$ cat config.mk
export PLATFORM = sky130hd
export DESIGN_NAME = duty_ramp
export DESIGN_NICKNAME = d
export VERILOG_FILES = /design/src/rtl/duty_pkg.sv /design/src/rtl/duty_ramp_period_ticker.sv /design/src/rtl/duty_ramp.sv
export SDC_FILE = /design/constraint.sdc
export NUM_CORES = 1
export LEC_CHECK = 0
export CAP_MARGIN = 20
export CORE_MARGIN = 4
export CORE_UTILIZATION = 42
export DETAILED_ROUTE_END_ITERATION = 7
export MAX_ROUTING_LAYER = met4
export PLACE_DENSITY = 0.66
export SLEW_MARGIN = 25
export SYNTH_ARGS = -nofsm -noshare
export SYNTH_HDL_FRONTEND = slang
export SYNTH_SLANG_ARGS = --single-unit
$ cat constraint.sdc
create_clock -name clk -period 8.2 [get_ports clk]
set_clock_uncertainty 0.1 [all_clocks]
set_input_delay 1.64 -clock clk [delete_from_list [all_inputs] [get_ports clk]]
set_output_delay 1.64 -clock clk [all_outputs]
set_load 0.02 [all_outputs]
$ cat src/rtl/duty_pkg.sv
// Shared types and limits for the duty-cycle ramp and the downstream PWM stage.
package duty_pkg;

  localparam int DUTY_W   = 7;
  localparam int DUTY_MAX = 100;

  typedef enum logic [1:0] {
    IDLE,
    RAMP_UP,
    RAMP_DOWN
  } ramp_state_t;

endpackage

$ cat src/rtl/duty_ramp_period_ticker.sv
// PWM period counter: free-runs 0..C_TIMERLIM-1 while en is high, emits tick on the last clock.
module period_ticker #(
  parameter int unsigned CLK_FREQ = 100_000_000,
  parameter int unsigned PWM_FREQ = 1000
) (
  input  logic clk,
  input  logic rst,
  input  logic en,
  output logic tick
);

  localparam int unsigned C_TIMERLIM = CLK_FREQ / PWM_FREQ;
  localparam logic [31:0] CNT_LAST   = 32'(C_TIMERLIM - 1);

  logic [31:0] cnt_q;
  logic [31:0] cnt_d;

  always_comb begin
    cnt_d = cnt_q + 32'd1;
    if (!en || (cnt_q == CNT_LAST)) begin
      cnt_d = '0;
    end
  end

  always_ff @(posedge clk or negedge rst) begin
    if (!rst) begin
      cnt_q <= '0;
    end else begin
      cnt_q <= cnt_d;
    end
  end

  // Gated by rst so the tick is quiet during reset even for a one-clock period.
  assign tick = rst & en & (cnt_q == CNT_LAST);

endmodule

$ cat src/rtl/duty_ramp.sv
// Slew-limited duty-cycle generator feeding the PWM stage; steps toward the target once per period.
// Optional build macro DUTY_RAMP_RETARGET_EN allows a new target to be accepted mid-ramp.
module duty_ramp
  import duty_pkg::*;
#(
  parameter int unsigned CLK_FREQ = 100_000_000,
  parameter int unsigned PWM_FREQ = 1000,
  parameter int unsigned STEP     = 1,
  parameter int unsigned DUTY_MAX = duty_pkg::DUTY_MAX
) (
  input  logic              clk,
  input  logic              rst,
  input  logic              enable_i,
  input  logic [DUTY_W-1:0] target_i,
  input  logic              target_valid_i,
  output logic              target_ready_o,
  output logic [DUTY_W-1:0] duty_cycle_o,
  output logic              period_tick_o,
  output logic              busy_o,
  output logic              done_o
);

  localparam logic [DUTY_W:0]   STEP_8   = (DUTY_W + 1)'(STEP);
  localparam logic [DUTY_W-1:0] DUTY_CAP = DUTY_W'(DUTY_MAX);

  ramp_state_t       state_q, state_d;
  logic [DUTY_W-1:0] duty_q, duty_d;
  logic [DUTY_W-1:0] target_q, target_d;
  logic              done_q, done_d;
  logic              tick;
  logic              can_accept;
  logic              accept;
  logic [DUTY_W-1:0] target_clamped;

  // Widened by one bit so duty + STEP cannot wrap before the clamp.
  function automatic logic [DUTY_W-1:0] step_up(input logic [DUTY_W-1:0] d,
                                               input logic [DUTY_W-1:0] t);
    logic [DUTY_W:0] sum;
    sum = {1'b0, d} + STEP_8;
    return (sum >= {1'b0, t}) ? t : sum[DUTY_W-1:0];
  endfunction

  // Signed difference so a step larger than duty cannot underflow past the target.
  function automatic logic [DUTY_W-1:0] step_down(input logic [DUTY_W-1:0] d,
                                                 input logic [DUTY_W-1:0] t);
    logic signed [DUTY_W+1:0] diff;
    diff = $signed({2'b00, d}) - $signed({1'b0, STEP_8});
    return (diff <= $signed({2'b00, t})) ? t : diff[DUTY_W-1:0];
  endfunction

  period_ticker #(
    .CLK_FREQ (CLK_FREQ),
    .PWM_FREQ (PWM_FREQ)
  ) u_ticker (
    .clk  (clk),
    .rst  (rst),
    .en   (enable_i),
    .tick (tick)
  );

`ifdef DUTY_RAMP_RETARGET_EN
  assign can_accept = 1'b1;
`else
  assign can_accept = (state_q == IDLE);
`endif

  assign target_ready_o = rst & enable_i & can_accept;
  assign accept         = target_valid_i & target_ready_o;
  assign target_clamped = (target_i > DUTY_CAP) ? DUTY_CAP : target_i;

  always_comb begin
    state_d  = state_q;
    duty_d   = duty_q;
    target_d = target_q;
    done_d   = 1'b0;
    if (!enable_i) begin
      state_d = IDLE;
      duty_d  = '0;
    end else if (accept) begin
      // A tick coinciding with accept is deliberately dropped; stepping starts next period.
      target_d = target_clamped;
      if (target_clamped > duty_q) begin
        state_d = RAMP_UP;
      end else if (target_clamped < duty_q) begin
        state_d = RAMP_DOWN;
      end else begin
        state_d = IDLE;
        done_d  = 1'b1;
      end
    end else if (tick) begin
      case (state_q)
        RAMP_UP: begin
          duty_d = step_up(duty_q, target_q);
          if (duty_d == target_q) begin
            state_d = IDLE;
            done_d  = 1'b1;
          end
        end
        RAMP_DOWN: begin
          duty_d = step_down(duty_q, target_q);
          if (duty_d == target_q) begin
            state_d = IDLE;
            done_d  = 1'b1;
          end
        end
        default: ;
      endcase
    end
  end

  always_ff @(posedge clk or negedge rst) begin
    if (!rst) begin
      state_q  <= IDLE;
      duty_q   <= '0;
      target_q <= '0;
      done_q   <= 1'b0;
    end else begin
      state_q  <= state_d;
      duty_q   <= duty_d;
      target_q <= target_d;
      done_q   <= done_d;
    end
  end

  assign duty_cycle_o  = duty_q;
  assign period_tick_o = tick;
  assign busy_o        = (state_q != IDLE);
  assign done_o        = done_q;

endmodule

==> impl_metrics.xml, run 1 <==
<?xml version="1.0" encoding="UTF-8"?>
<metrics>
  <group name="status">
    <metric name="outcome" unit="">finished, final reports clean</metric>
  </group>
  <group name="logic_synthesis">
    <metric name="seq_area_frac_synth" unit="%">34.51</metric>
    <metric name="mappedNetlistArea" unit="sq um">3553</metric>
    <metric name="avgSynthCellArea" unit="sq um">8.688</metric>
    <metric name="yosys.area.top_type_share" unit="%">34.51</metric>
    <metric name="synth-seq-cells" unit="">49</metric>
    <metric name="synth_compound_gate_area_share" unit="%">11.55</metric>
    <metric name="syn_inst" unit="">409</metric>
    <metric name="post_synth_mux_area_share" unit="%">2.958</metric>
    <metric name="synth.lib_cells_used.distinct" unit="">48</metric>
    <metric name="synth_adder_area_share" unit="%">9.155</metric>
    <metric name="synth.net_count" unit="">446</metric>
    <metric name="post_synth_and_or_nand_nor_area_fraction" unit="%">24.82</metric>
    <metric name="main_combinational_cell_family_by_area_after_synthesis" unit="">simple AND/OR/NAND/NOR gates</metric>
    <metric name="number_of_synthesis_warnings" unit="">0</metric>
    <metric name="post-synth-top-area-cell" unit="">dfrtp_1</metric>
    <metric name="synth_xor_area_share" unit="%">12.36</metric>
    <metric name="postSynth.asyncResetShare" unit="%">100.0</metric>
    <metric name="yosys-top-cells-area" unit="">dfrtp_1 (35%), ha_1 (9.2%), xnor2_1 (6.4%), nor2_1 (5.2%), xor2_1 (4.7%)</metric>
    <metric name="most_frequently_used_flop_master_after_synthesis" unit="">dfrtp_1</metric>
    <metric name="synth-edff-count" unit="">0</metric>
  </group>
  <group name="detailed_routing">
    <metric name="wl_per_cell" unit="microns">15.40</metric>
    <metric name="detailedRoute.firstIterationViolations" unit="">149</metric>
    <metric name="route.detailed.vias_per_inst" unit="">5.557</metric>
    <metric name="vias" unit="">2912</metric>
    <metric name="drcViolationCount" unit="">0</metric>
    <metric name="dr.pass1.iters" unit="">4</metric>
    <metric name="totalWireLength" unit="mm">8.069</metric>
    <metric name="antenna_left" unit="">0</metric>
  </group>
  <group name="clock_network">
    <metric name="clock_latency" unit="ns">0.29</metric>
    <metric name="clock_path_buffers" unit="">2</metric>
    <metric name="cts_post_setup_buffers_inserted" unit="">0</metric>
    <metric name="cts-buffers-inserted" unit="">5</metric>
    <metric name="tritoncts_clock_tree" unit="">yes</metric>
    <metric name="deepest_level_of_the_cts_h_tree" unit="">2</metric>
    <metric name="cts.sink_count" unit="">49</metric>
    <metric name="worst_setup_hold_path_clk_slew" unit="ns">0.09</metric>
    <metric name="cts_resized" unit="">0</metric>
    <metric name="number_of_buffers_inserted_by_hold_repair_at_cts" unit="">0</metric>
    <metric name="cts-root-buf" unit="">clkbuf_8</metric>
  </group>
  <group name="critical_path">
    <metric name="worstSetupStartpointType" unit="">input pin</metric>
    <metric name="worstPathBufferInverterCount" unit="">3</metric>
    <metric name="critPathSlowestCell" unit="">clkdlybuf4s50_1</metric>
    <metric name="reg2reg_from" unit="">duty_cycle_o[0]</metric>
    <metric name="slowest_delay" unit="ns">0.70</metric>
    <metric name="critPathMaxFanout" unit="">51</metric>
    <metric name="setup.worst_path.start" unit="">rst</metric>
    <metric name="end_kind" unit="">output port</metric>
    <metric name="worst_path_dominant_cell_family" unit="">buffers and inverters</metric>
    <metric name="timing.critical_path.cells" unit="">buf_2, buf_4, nand2_1, nor3_1, clkdlybuf4s50_1</metric>
    <metric name="worst_ep_required_time" unit="ns">6.46</metric>
    <metric name="r2r_slack" unit="ns">4.53</metric>
    <metric name="timing.critical_path.arrival" unit="ns">3.51</metric>
    <metric name="worst_r2r_path_depth" unit="">13</metric>
    <metric name="path_depth" unit="">5</metric>
    <metric name="critPathKind" unit="">input pin to output port</metric>
  </group>
  <group name="layout">
    <metric name="final_core_density" unit="%">47.68</metric>
    <metric name="num_antenna_cells" unit="">0</metric>
    <metric name="final_layout_size_suffix_gt1_share" unit="%">4.773</metric>
    <metric name="layout.nets" unit="">456</metric>
    <metric name="area.growth.synth_to_final" unit="%">10.25</metric>
  </group>
  <group name="global_route">
    <metric name="grt_overflow_total" unit="">0</metric>
    <metric name="global_route.usage.total" unit="%">17.57</metric>
    <metric name="grt_pass1_wl" unit="mm">13.92</metric>
    <metric name="grt_antenna_before_repair" unit="">0</metric>
    <metric name="use_met3" unit="%">2.363</metric>
    <metric name="global_route.usage.met1" unit="%">24.55</metric>
    <metric name="grt_start_max_net_pins" unit="">52</metric>
    <metric name="grt_pass1_vias" unit="">2781</metric>
    <metric name="globalRouteMet2Util" unit="%">27.09</metric>
    <metric name="grt-busiest-layer" unit="">met2</metric>
  </group>
  <group name="pwr">
    <metric name="net-switching-power" unit="uW">152.7</metric>
    <metric name="p_seq_share" unit="%">49.5</metric>
    <metric name="ir_drop" unit="mV">0.07989</metric>
    <metric name="clock_network_fraction_of_design_power" unit="%">30.6</metric>
    <metric name="power.switching_fraction" unit="%">28.15</metric>
    <metric name="internal_power" unit="uW">389.7</metric>
    <metric name="comb_power_share" unit="%">19.9</metric>
    <metric name="p_leak" unit="uW">0.001658</metric>
    <metric name="power.density" unit="nW/um^2">138.5</metric>
  </group>
  <group name="place">
    <metric name="place_congestion" unit="">0.9096</metric>
    <metric name="dp_hpwl" unit="mm">6.170</metric>
    <metric name="port-buffer-count" unit="">21</metric>
  </group>
  <group name="timing">
    <metric name="period_share" unit="%">64.08</metric>
    <metric name="hold_viol_final" unit="">0</metric>
    <metric name="max_freq" unit="GHz">0.1903</metric>
    <metric name="worst_slew_margin_rel" unit="%">47.02</metric>
    <metric name="final_critical_path_time_including_i_o_delays_and_setup" unit="ns">5.255</metric>
    <metric name="setup_viol" unit="">0</metric>
    <metric name="worstMarginPinSlew" unit="ns">0.7929</metric>
    <metric name="final.setup.tns" unit="ns">0</metric>
    <metric name="final.hold.worst_slack" unit="ns">0.4464</metric>
    <metric name="grt_setup_unrepaired" unit="">no</metric>
    <metric name="timing_max_transition_violations_final" unit="">0</metric>
  </group>
  <group name="worst_hold_path">
    <metric name="hold_path_class" unit="">flip-flop to flip-flop</metric>
    <metric name="worst_hold_startpoint" unit="">state_q[0]</metric>
    <metric name="holdPathStages" unit="">1</metric>
  </group>
  <group name="floorplanning">
    <metric name="die_w" unit="microns">99.98</metric>
    <metric name="start_util" unit="%">43.25</metric>
    <metric name="floorplan.die_area" unit="sq um">9996</metric>
    <metric name="core_area" unit="sq um">8217</metric>
    <metric name="num_io_pins" unit="">22</metric>
    <metric name="rows" unit="">33</metric>
    <metric name="fp.dieH" unit="microns">99.98</metric>
  </group>
  <group name="job">
    <metric name="drv.max_cap_violation_count" unit="">0</metric>
  </group>
</metrics>
==> cell usage after synthesis (5+ instances only) <==
| master | instances |
|---|---|
| dfrtp_1 | 49 |
| nor2_1 | 49 |
| nand2_1 | 40 |
| ha_1 | 26 |
| xnor2_1 | 26 |
| inv_1 | 20 |
| o21ai_0 | 20 |
| xor2_1 | 19 |
| nand4_1 | 16 |
| clkbuf_1 | 14 |
| nand3_1 | 14 |
| a21oi_1 | 13 |
| and3_1 | 10 |
| nor4_1 | 8 |
| and2_1 | 7 |
| mux2i_1 | 6 |
| nor3_1 | 6 |
| and4_1 | 5 |
| nand2b_1 | 5 |
==> through the flow <==
step	worst slack (ns)	instance area, sq um	power (uW)	std cells
global placement	2.954	3811	379.5	517
floorplan	4.215	3553	347.1	409
detailed placement	2.936	3811	380.4	517
CTS	2.915	3915	548.4	524
global route	2.756	3918	574.7	524
finish	2.945	3918	542.4	524
==> worst register-to-register path, delay by kind of cell (launching register included) <==
| kind | cells | cell delay (ns) |
|---|---|---|
| fa+ha+maj | 2 | 0.47 |
| flops | 1 | 0.54 |
| compound gates | 2 | 0.49 |
| xor+xnor | 1 | 0.27 |
| buf+inv | 1 | 0.14 |
| simple gates | 7 | 1.55 |
==> registers in the layout, indices dropped and copies added (netlist names) <==
| register | count |
|---|---|
| target_q | 7 |
| state_q | 2 |
| duty_cycle_o | 7 |
| u_ticker.cnt_q | 32 |
| done_o | 1 |
==> area by class of cell <==
class / count / area, sq um
Fill cell: 768 / 4299
Clock inverter: 2 / 35.03
Multi-Input combinational cell: 320 / 2165
Inverter: 21 / 78.83
Clock buffer: 5 / 68.82
Tap cell: 105 / 131.4
Timing Repair Buffer: 22 / 212.7
Sequential cell: 49 / 1226
==> routing by layer <==
layer | share of wire [%] | vias to the layer above
met1 | 50 | 1390
met2 | 45 | 62
li1 | - | 1452
met4 | 1.4 | 0
met5 | 0 | -
met3 | 3.4 | 8
==> worst paths after layout <==
path / to
setup / recovery: period_tick_o
hold / removal: state_q[0]
min in group asynchronous: u_ticker.cnt_q[17]
max in group asynchronous: u_ticker.cnt_q[27]
setup reg to reg: duty_cycle_o[3]
hold reg to reg: state_q[0]
==> kinds of logic (layout without fill, tap and decap cells) <==
kind of cell	Yosys count	count (layout)
AOI/OAI and AO/OA	60	60
xor gates and xnor gates	47	47
adders and majority gates	26	26
buffers and inverters	40	50
DFF	49	49
muxes	10	10
and+or+nand+nor	177	177
==> power by group through the flow <==
| stage | clock network, uW | registers (uW) | logic, uW |
|---|---|---|---|
| floorplan | 0 | 262 | 84.7 |
| global placement | 0 | 272 | 107 |
| detailed placement | 0 | 273 | 107 |
| CTS | 172 | 268 | 108 |
| global route | 182 | 270 | 123 |
| finish | 166 | 268 | 108 |
==> cells in the final DEF, fill, tap and decap left out, types with 13 or more instances in the layout <==
master / Yosys / final
nor2_1: 49 / 49
dfrtp_1: 49 / 49
nand2_1: 40 / 39
xnor2_1: 26 / 26
ha_1: 26 / 26
inv_1: 20 / 20
o21ai_0: 20 / 20
clkdlybuf4s50_1: 0 / 20
xor2_1: 19 / 19
nand4_1: 16 / 16
nand3_1: 14 / 14
a21oi_1: 13 / 13
Note: power is estimated with default switching activity, not from simulation.
==> run 2: changes to the inputs <==
- clock period: 8.2 -> 5.03 ns (I/O delays scaled with it)
==> run 2 against run 1 <==
Clock-buffer cell count rose by 2. Die area unchanged. Clock power rose by 40%. Non-clock buffer count did not move. Final area is 0.51% lower. Sequential share of layout area is 0.16 points higher. Sequential cell count is the same. Routed wire length is 2.6% higher. Highest routed layer unchanged.
==> impl_metrics.xml, run 2 (synthesis gave the netlist of run 1 again) <==
<?xml version="1.0" encoding="UTF-8"?>
<metrics>
  <group name="global_route">
    <metric name="grt_antenna_before_repair" unit="">0</metric>
    <metric name="global_route.usage.total" unit="%">17.92</metric>
    <metric name="grt_pass1_wl" unit="mm">14.00</metric>
    <metric name="grt_overflow_total" unit="">0</metric>
    <metric name="grt_start_max_net_pins" unit="">51</metric>
    <metric name="grt_pass1_vias" unit="">2866</metric>
  </group>
  <group name="detailed_routing">
    <metric name="antenna_left" unit="">0</metric>
    <metric name="dr.pass1.iters" unit="">4</metric>
    <metric name="vias" unit="">2956</metric>
    <metric name="totalWireLength" unit="mm">8.282</metric>
    <metric name="drcViolationCount" unit="">0</metric>
    <metric name="detailedRoute.firstIterationViolations" unit="">210</metric>
    <metric name="route.detailed.vias_per_inst" unit="">5.630</metric>
    <metric name="wl_per_cell" unit="microns">15.78</metric>
  </group>
  <group name="place">
    <metric name="port-buffer-count" unit="">21</metric>
    <metric name="placed_area" unit="sq um">3811</metric>
    <metric name="place_congestion" unit="">0.9041</metric>
    <metric name="placed_cells" unit="">517</metric>
    <metric name="dp_hpwl" unit="mm">6.208</metric>
  </group>
  <group name="timing">
    <metric name="final_critical_path_time_including_i_o_delays_and_setup" unit="ns">3.757</metric>
    <metric name="timing_max_transition_violations_final" unit="">0</metric>
    <metric name="setup_viol" unit="">0</metric>
    <metric name="max_freq" unit="GHz">0.2662</metric>
    <metric name="worstMarginPinSlew" unit="ns">0.7514</metric>
    <metric name="hold_viol_final" unit="">0</metric>
    <metric name="period_share" unit="%">74.69</metric>
    <metric name="final.hold.worst_slack" unit="ns">0.4426</metric>
    <metric name="worst_slew_margin_rel" unit="%">49.68</metric>
    <metric name="grt_setup_unrepaired" unit="">no</metric>
    <metric name="final.setup.tns" unit="ns">0</metric>
  </group>
  <group name="floorplanning">
    <metric name="rows" unit="">33</metric>
    <metric name="floorplan.die_area" unit="sq um">9996</metric>
    <metric name="core_area" unit="sq um">8217</metric>
    <metric name="die_w" unit="microns">99.98</metric>
    <metric name="fp.dieH" unit="microns">99.98</metric>
    <metric name="num_io_pins" unit="">22</metric>
    <metric name="start_util" unit="%">43.25</metric>
  </group>
  <group name="layout">
    <metric name="final_core_density" unit="%">47.43</metric>
    <metric name="num_antenna_cells" unit="">0</metric>
    <metric name="layout.cells.most_common_list" unit="">nor2_1 (49), dfrtp_1 (49), nand2_1 (39)</metric>
    <metric name="fill_cells" unit="">796</metric>
    <metric name="layout.nets" unit="">456</metric>
    <metric name="final-instance-count-excl-fill" unit="">525</metric>
    <metric name="final_layout_size_suffix_gt1_share" unit="%">4.524</metric>
    <metric name="largest_register_ff_count" unit="">32</metric>
    <metric name="finish.instance_area" unit="sq um">3897</metric>
    <metric name="area.growth.synth_to_final" unit="%">9.683</metric>
    <metric name="top_register" unit="">u_ticker.cnt_q</metric>
  </group>
  <group name="clock_network">
    <metric name="cts_resized" unit="">0</metric>
    <metric name="cts.sink_count" unit="">49</metric>
    <metric name="cts-root-buf" unit="">clkbuf_8</metric>
    <metric name="clock_latency" unit="ns">0.30</metric>
    <metric name="tritoncts_clock_tree" unit="">yes</metric>
    <metric name="worst_setup_hold_path_clk_slew" unit="ns">0.09</metric>
    <metric name="cts-buffers-inserted" unit="">5</metric>
    <metric name="clock_path_buffers" unit="">2</metric>
    <metric name="deepest_level_of_the_cts_h_tree" unit="">2</metric>
    <metric name="cts_post_setup_buffers_inserted" unit="">0</metric>
    <metric name="number_of_buffers_inserted_by_hold_repair_at_cts" unit="">0</metric>
  </group>
  <group name="critical_path">
    <metric name="critPathMaxFanout" unit="">5</metric>
    <metric name="worstSetupStartpointType" unit="">input pin</metric>
    <metric name="r2r-end" unit="">duty_cycle_o[4]</metric>
    <metric name="end_kind" unit="">output port</metric>
    <metric name="reg2reg_from" unit="">duty_cycle_o[0]</metric>
    <metric name="r2r_slack" unit="ns">1.45</metric>
    <metric name="critPathKind" unit="">input pin to output port</metric>
    <metric name="timing.critical_path.arrival" unit="ns">2.65</metric>
    <metric name="setup.worst_path.start" unit="">enable_i</metric>
    <metric name="worst_r2r_path_depth" unit="">13</metric>
    <metric name="worst_ep_required_time" unit="ns">3.92</metric>
  </group>
  <group name="worst_hold_path">
    <metric name="whs_endpoint" unit="">state_q[1]</metric>
    <metric name="hold_path_class" unit="">flip-flop to flip-flop</metric>
    <metric name="worst_hold_startpoint" unit="">state_q[1]</metric>
    <metric name="holdPathStages" unit="">1</metric>
  </group>
  <group name="pwr">
    <metric name="internal_power" unit="uW">589.6</metric>
    <metric name="ir_drop" unit="mV">0.1484</metric>
    <metric name="p_leak" unit="uW">0.001643</metric>
    <metric name="power.switching_fraction" unit="%">30.71</metric>
    <metric name="comb_power_share" unit="%">21.4</metric>
    <metric name="clock_network_fraction_of_design_power" unit="%">27.2</metric>
    <metric name="p_seq_share" unit="%">51.4</metric>
    <metric name="power.density" unit="nW/um^2">218.3</metric>
    <metric name="net-switching-power" unit="uW">261.3</metric>
  </group>
  <group name="job">
    <metric name="drv.max_cap_violation_count" unit="">0</metric>
  </group>
  <group name="status">
    <metric name="outcome" unit="">finished, final reports clean</metric>
  </group>
</metrics>
run 2: cell count changes in the layout (fill, tap and decap cells not counted), sizes merged:
| cell | previous run | this run |
|---|---|---|
| bufinv | 1 | 0 |
| clkbuf | 5 | 7 |
| clkinv | 2 | 1 |
| clkinvlp | 0 | 1 |
run 2: routing by layer:
| layer | part of all wire (%) | GRT usage, % |
|---|---|---|
| met1 | 49 | 25.50 |
| met2 | 44 | 25.96 |
| met3 | 4.4 | 2.502 |
| met4 | 2.2 | 6.839 |
| met5 | 0 | - |
run 2: how the worst max path moves through the flow:
stage	endpoint	slack, ns
CTS	period_tick_o	1.26
floorplan	state_q[1]	1.92
global route	period_tick_o	1.16
finish	period_tick_o	1.27
global placement	period_tick_o	1.27
detailed placement	period_tick_o	1.27
run 2: power groups by stage:
| stage | sequential, uW | combinational, uW | clock, uW |
|---|---|---|---|
| 2_1_floorplan | 428 | 138 | 0 |
| 3_3_place_gp | 444 | 177 | 0 |
| 3_5_place_dp | 445 | 179 | 0 |
| 4_1_cts | 437 | 181 | 238 |
| 5_1_grt | 440 | 204 | 256 |
| 6_report | 437 | 182 | 232 |
run 2: final cells by class:
cell class / count / area [sq um] / share of cell area, %
inverter: 21 / 78.83 / 2.022
multi-input combinational: 320 / 2165 / 55.54
tap: 105 / 131.4 / 3.371
sequential: 49 / 1226 / 31.46
clock inverter: 1 / 7.507 / 0.1926
clock buffer: 7 / 76.32 / 1.958
timing repair buffer: 22 / 212.7 / 5.457
run 2: worst max-delay path: stages:
cell and delay (ns):
clkdlybuf4s50_1 0.54, nand2_1 0.10, nor3_1 0.32, clkdlybuf4s50_1 0.68
run 2: per-stage QoR:
step	setup WS (ns)	power (uW)
floorplan	1.917	565.8
global placement	1.269	621.2
detailed placement	1.265	623.7
CTS	1.258	855.2
global route	1.161	900.0
finish	1.273	850.9
